==> src/rtl/stab_mon_pkg.sv <==
// stab_mon_pkg: shared state encoding and sizing helper for the stability monitor
package stab_mon_pkg;

   typedef enum logic [1:0] {DISARMED, SETTLING, STABLE} stab_state_e;

   // Hold counter must be able to hold the value MIN_STABLE-1 (and stays >= 1 bit)
   function automatic int hold_cnt_width(input int min_stable);
      return (min_stable < 1) ? 1 : $clog2(min_stable + 1);
   endfunction

endpackage

==> src/rtl/stab_mon_chan.sv <==
// stab_mon_chan: one monitored channel; optional violation counter under STAB_MON_VIOL_CNT_EN
module stab_mon_chan
   import stab_mon_pkg::*;
#(
   parameter int W = 8,
   parameter int MIN_STABLE = 4
`ifdef STAB_MON_VIOL_CNT_EN
   , parameter int CNT_W = 8
`endif
) (
   input  logic         clk,
   input  logic         rst,
   input  logic         en,
   input  logic [W-1:0] sig,
   input  logic         clr_sticky,
   output logic         viol,
   output logic         viol_sticky,
   output logic         stable
`ifdef STAB_MON_VIOL_CNT_EN
   , output logic [CNT_W-1:0] viol_cnt
`endif
);

   localparam int HW = hold_cnt_width(MIN_STABLE);
   localparam logic [HW-1:0] HOLD_LAST = HW'(MIN_STABLE - 1);

   stab_state_e state_q, state_d;
   logic [W-1:0] prev_q, prev_d;
   logic [HW-1:0] cnt_q, cnt_d;
   logic viol_d;
   logic chg;

   assign chg = (sig != prev_q);

   // Next-state: arm captures a reference, early changes are violations, changes after STABLE are legal
   always_comb begin
      state_d = state_q;
      prev_d = prev_q;
      cnt_d = cnt_q;
      viol_d = 1'b0;
      if (!en) begin
         state_d = DISARMED;
         cnt_d = '0;
      end else begin
         case (state_q)
            DISARMED: begin
               prev_d = sig;
               cnt_d = '0;
               state_d = SETTLING;
            end
            SETTLING: begin
               if (chg) begin
                  viol_d = 1'b1;
                  prev_d = sig;
                  cnt_d = '0;
               end else begin
                  cnt_d = cnt_q + 1'b1;
                  state_d = (cnt_q == HOLD_LAST) ? STABLE : SETTLING;
               end
            end
            STABLE: begin
               if (chg) begin
                  prev_d = sig;
                  cnt_d = '0;
                  state_d = SETTLING;
               end
            end
            default: state_d = DISARMED;
         endcase
      end
   end

   // State, reference value, hold count and registered violation flags; a new violation beats clear
   always_ff @(posedge clk or negedge rst) begin
      if (!rst) begin
         state_q <= DISARMED;
         prev_q <= '0;
         cnt_q <= '0;
         viol <= 1'b0;
         viol_sticky <= 1'b0;
      end else begin
         state_q <= state_d;
         prev_q <= prev_d;
         cnt_q <= cnt_d;
         viol <= viol_d;
         viol_sticky <= viol_d | (viol_sticky & ~clr_sticky);
      end
   end

   assign stable = (state_q == STABLE);

`ifdef STAB_MON_VIOL_CNT_EN
   // Saturating violation counter; clear restarts from this edge's violation (if any)
   always_ff @(posedge clk or negedge rst) begin
      if (!rst)
         viol_cnt <= '0;
      else if (clr_sticky)
         viol_cnt <= CNT_W'(viol_d);
      else if (viol_d && viol_cnt != '1)
         viol_cnt <= viol_cnt + 1'b1;
   end
`endif

endmodule

==> src/rtl/multi_chan_stability_monitor.sv <==
// multi_chan_stability_monitor: NCH-channel windowed stability checker; STAB_MON_VIOL_CNT_EN adds viol_cnt
module multi_chan_stability_monitor
   import stab_mon_pkg::*;
#(
   parameter int NCH = 4,
   parameter int W = 8,
   parameter int MIN_STABLE = 4,
   parameter int CNT_W = 8
) (
   input  logic             clk,
   input  logic             rst,
   input  logic [NCH-1:0]   en,
   input  logic [NCH*W-1:0] sig,
   input  logic             clr_sticky,
   output logic [NCH-1:0]   viol,
   output logic [NCH-1:0]   viol_sticky,
   output logic [NCH-1:0]   stable,
   output logic             any_viol
`ifdef STAB_MON_VIOL_CNT_EN
   , output logic [NCH*CNT_W-1:0] viol_cnt
`endif
);

   if (NCH < 1 || W < 1 || MIN_STABLE < 1 || CNT_W < 1) begin : g_bad_param
      $error("multi_chan_stability_monitor: all parameters must be >= 1");
   end

   for (genvar i = 0; i < NCH; i++) begin : g_chan
      stab_mon_chan #(
         .W(W),
         .MIN_STABLE(MIN_STABLE)
`ifdef STAB_MON_VIOL_CNT_EN
         , .CNT_W(CNT_W)
`endif
      ) u_chan (
         .clk(clk),
         .rst(rst),
         .en(en[i]),
         .sig(sig[i*W +: W]),
         .clr_sticky(clr_sticky),
         .viol(viol[i]),
         .viol_sticky(viol_sticky[i]),
         .stable(stable[i])
`ifdef STAB_MON_VIOL_CNT_EN
         , .viol_cnt(viol_cnt[i*CNT_W +: CNT_W])
`endif
      );
   end

   assign any_viol = |viol_sticky;

endmodule

==> config.mk <==
export PLATFORM = sky130hd
export DESIGN_NAME = multi_chan_stability_monitor
export DESIGN_NICKNAME = d
export VERILOG_FILES = /design/src/rtl/stab_mon_pkg.sv /design/src/rtl/stab_mon_chan.sv /design/src/rtl/multi_chan_stability_monitor.sv
export SDC_FILE = /design/constraint.sdc
export NUM_CORES = 1
export LEC_CHECK = 0
export ABC_AREA = 0
export CELL_PAD_IN_SITES_DETAIL_PLACEMENT = 0
export CELL_PAD_IN_SITES_GLOBAL_PLACEMENT = 2
export CORE_ASPECT_RATIO = 1.5
export CORE_UTILIZATION = 36
export CTS_CLUSTER_SIZE = 24
export DETAILED_ROUTE_END_ITERATION = 10
export PLACE_DENSITY = 0.87
export SLEW_MARGIN = 20
export SYNTH_ARGS = -nofsm -noshare
export SYNTH_HDL_FRONTEND = slang
export SYNTH_SLANG_ARGS = --single-unit
==> constraint.sdc <==
create_clock -name clk -period 2.2 [get_ports clk]
set_clock_uncertainty 0.15 [all_clocks]
set_input_delay 0.33 -clock clk [delete_from_list [all_inputs] [get_ports clk]]
set_output_delay 0.33 -clock clk [all_outputs]
set_load 0.05 [all_outputs]
==> PnR_summary.wiki <==
{| class="wikitable"
! Metric !! Value
|-
| Length of the first detailed-routing pass in iterations || 4
|-
| Post-detailed-placement half-perimeter wirelength || 4644 um
|-
| Reg2reg path depth || 6
|-
| Worst-case vdd ir drop || 0.7393 mV
|-
| Largest cells by area after synthesis || dfrtp_1 45%, mux2_2 11%, ha_1 8.9%
|-
| Register-to-register setup slack || 0.26 ns
|-
| I/O Buffers || 51
|-
| Status || finished, final reports clean
|-
| Clock Tree Root || clkbuf_16
|-
| Number of different library cells in the post-synthesis netlist || 31
|-
| Critical path endpoint category || primary output
|-
| Global placer's final weighted congestion || 0.7799
|-
| Number of DRC markers in iteration 0 || 76
|-
| Final routed wirelength across all metal layers || 6017 um
|-
| WHS Path Cells || 1
|-
| Number of antenna violations at the first check in global routing || 0
|-
| Number of placement rows || 42
|-
| Clock tree from TritonCTS || yes
|-
| Layout cell share with drive strength beyond 1 || 20.39%
|-
| Worst R2R Start || g_chan[3].u_chan.state_q[1]
|-
| Area of the core || 8934 um2
|-
| RSZ-0062 raised after global routing || no
|-
| Clock H-tree levels || 3
|-
| Global-route wire length before repair || 10600 um
|-
| Critical path peak fanout || 2
|-
| End of the worst hold path || g_chan[2].u_chan.cnt_q[0]
|-
| Total die area || 9751 um2
|-
| Cell Area, Synth || 3367 um2
|-
| Startpoint of the worst hold path || g_chan[2].u_chan.cnt_q[0]
|-
| Power consumption || 4447 uW
|-
| Maximum number of pins on one net before global-route repair || 43
|-
| End of the worst register-to-register path || g_chan[3].u_chan.prev_q[7]
|-
| Share of the yosys chip area belonging to registers || 44.59%
|-
| Post-DR vias/cell || 4.949
|-
| Count of maximum capacitance violations || 0
|-
| Power per cell area || 1009 nW/um2
|-
| Share of flip-flops with an asynchronous set or reset || 100.0%
|-
| Most numerous cell types in the synthesized netlist || 60 x dfrtp_1, 32 x mux2_2, 32 x xnor2_1, 29 x inv_1, 24 x ha_1
|-
| Number of placed I/O pins || 52
|-
| Overflow left after global routing || 0
|-
| Clk_lat worst skew || 0.32 ns
|-
| Total number of vias || 2341
|-
| Width of the die || 80.96 um
|-
| Dominant cell by count in the synthesized netlist || dfrtp_1
|-
| Post-synth EDFFs || 0
|-
| Top cell type by total area after synthesis || dfrtp_1
|-
| Actual transition at the worst max-transition pin || 0.5022 ns
|-
| Die outline height || 120.4 um
|-
| Clock slew seen by the registers of the worst setup and hold paths || 0.05 ns
|-
| Setup Buffers After CTS || 0
|-
| Leakage Power || 0.001808 uW
|-
| Post-detailed-route DRC marker count || 0
|-
| CP Launch Type || flop
|-
| Synth top area share || 44.59%
|-
| Aggregate negative setup slack || 0 ns
|-
| TritonCTS Sinks || 60
|-
| Antenna viol nets, final || 0
|-
| Syn nets || 358
|-
| Class of the most critical setup path || flop to primary output
|-
| Final #Nets || 421
|-
| Min-Delay Path Class || flop to flop
|-
| GR Util All Layers || 14.30%
|-
| Slew Limit Headroom || 66.42%
|-
| Initial Utilization || 37.69%
|-
| Most common flop cell mapped by yosys || dfrtp_1
|-
| Post-route minimum period || 2.110 ns
|-
| Clock Tree Buf Depth || 2
|-
| Number of failing setup endpoints in the final timing report || 0
|-
| Critical path required time || 1.72 ns
|-
| Cts bufs inserted || 9
|-
| Total of flip-flops plus latches after synthesis || 60
|-
| Synthesized instance count || 295
|-
| Area growth from synthesis to layout || 30.88%
|-
| Synth Warn # || 0
|-
| Max-slew violation count || 0
|-
| # diodes || 0
|-
| Arrival time worst endpoint || 1.63 ns
|-
| Via count of the first global-routing pass || 2470
|-
| Average wire length per cell after detail routing || 12.72 um
|-
| Final worst-path cycle share || 95.90%
|-
| Highest achievable clock rate || 474.0 MHz
|-
| Avg Inst Size Synth || 11.41 um2
|-
| Final-layout fill cell count || 842
|-
| Hold Violations, Final || 0
|}
-- routing by layer --
metal / part of all wire, % / GRT usage (%)
met5: 0 / 0
met4: 1.1 / 6.920
met3: 3.7 / 4.075
met2: 55 / 24.79
met1: 40 / 15.56
-- worst max-delay path by stage --
| stage | startpoint | endpoint | slack, ns | cells past startpoint |
|---|---|---|---|---|
| after CTS | g_chan[3].u_chan.viol_sticky | any_viol | 0.06 | 3 |
| after detailed placement | sig[24] | g_chan[3].u_chan.state_q[0] | 0.02 | 7 |
| final | g_chan[3].u_chan.viol_sticky | any_viol | 0.09 | 3 |
| after global routing | g_chan[3].u_chan.viol_sticky | any_viol | 0.009 | 3 |
| after floorplan | g_chan[1].u_chan.state_q[0] | g_chan[1].u_chan.prev_q[0] | 0.36 | 5 |
| after global placement | sig[7] | g_chan[0].u_chan.prev_q[2] | 0.05 | 7 |
-- flip-flops by register name, summed over array words and instances (netlist names) --
register,count
g_chan.u_chan.state_q,8
g_chan.u_chan.prev_q,32
g_chan.u_chan.viol,4
g_chan.u_chan.viol_sticky,4
g_chan.u_chan.cnt_q,12
-- area by class of cell --
class	count	area, um2	area share [%]
Clock buffer	12	256.5	5.821
Sequential cell	60	1501	34.07
Timing Repair Buffer	67	655.6	14.88
Tap cell	110	137.6	3.123
Clock inverter	4	95.09	2.158
Multi-Input combinational cell	191	1652	37.48
Inverter	29	108.9	2.470
-- critical path, stage by stage, from the launching register on --
cell,delay (ns)
dfrtp_1,0.35
inv_1,0.08
nand4_1,0.09
clkdlybuf4s50_1,0.80
-- layout by cell type (no fill, tap or decap), types with 6 or more instances in the layout --
master and count:
mux2i_1 8, clkbuf_16 9, nand2_1 8, mux2_2 32
buf_4 16, dfrtp_1 60, nand2b_1 6, xnor2_1 32
inv_1 29, o22ai_1 11, nand4_1 13, clkdlybuf4s50_1 46
nor2_1 17, ha_1 24
-- report_power, final --
part	total [uW]	internal, uW	switching [uW]
combinational	1300	664	631
sequential	1520	1350	166
clock	1630	1160	466
total	4450	3180	1260
-- cell families (layout without fill, tap and decap cells) --
kind of cell	count (synthesis)	in the layout	synth area share [%]
AOI/OAI and AO/OA	32	32	8.324
xor gates and xnor gates	32	32	8.324
adders and majority gates	24	24	8.919
buffers and inverters	44	112	6.354
DFF	60	60	44.59
muxes	40	40	13.08
and+or+nand+nor	63	63	10.41
-- stage by stage --
| step | area (um2) | utilization, % | hold slack (ns) | cells | worst slack (ns) |
|---|---|---|---|---|---|
| 3_3_place_gp | 4045 | 45.28 | 0.1639 | 456 | 0.05243 |
| 6_report | 4407 | 49.33 | 0.3281 | 473 | 0.09010 |
| 2_1_floorplan | 3367 | - | -0.1156 | 295 | 0.3574 |
| 3_5_place_dp | 4045 | 45.28 | 0.1680 | 456 | 0.01976 |
| 5_1_grt | 4407 | 49.33 | 0.3595 | 473 | 0.009064 |
| 4_1_cts | 4407 | 49.33 | 0.3329 | 473 | 0.06448 |
-- timing repair --
item,4_1_cts,5_1_grt
resized for setup,0,0
endpoints found under the hold margin,18,0
hold buffers,1,0
(Power assumes the default switching activity.)
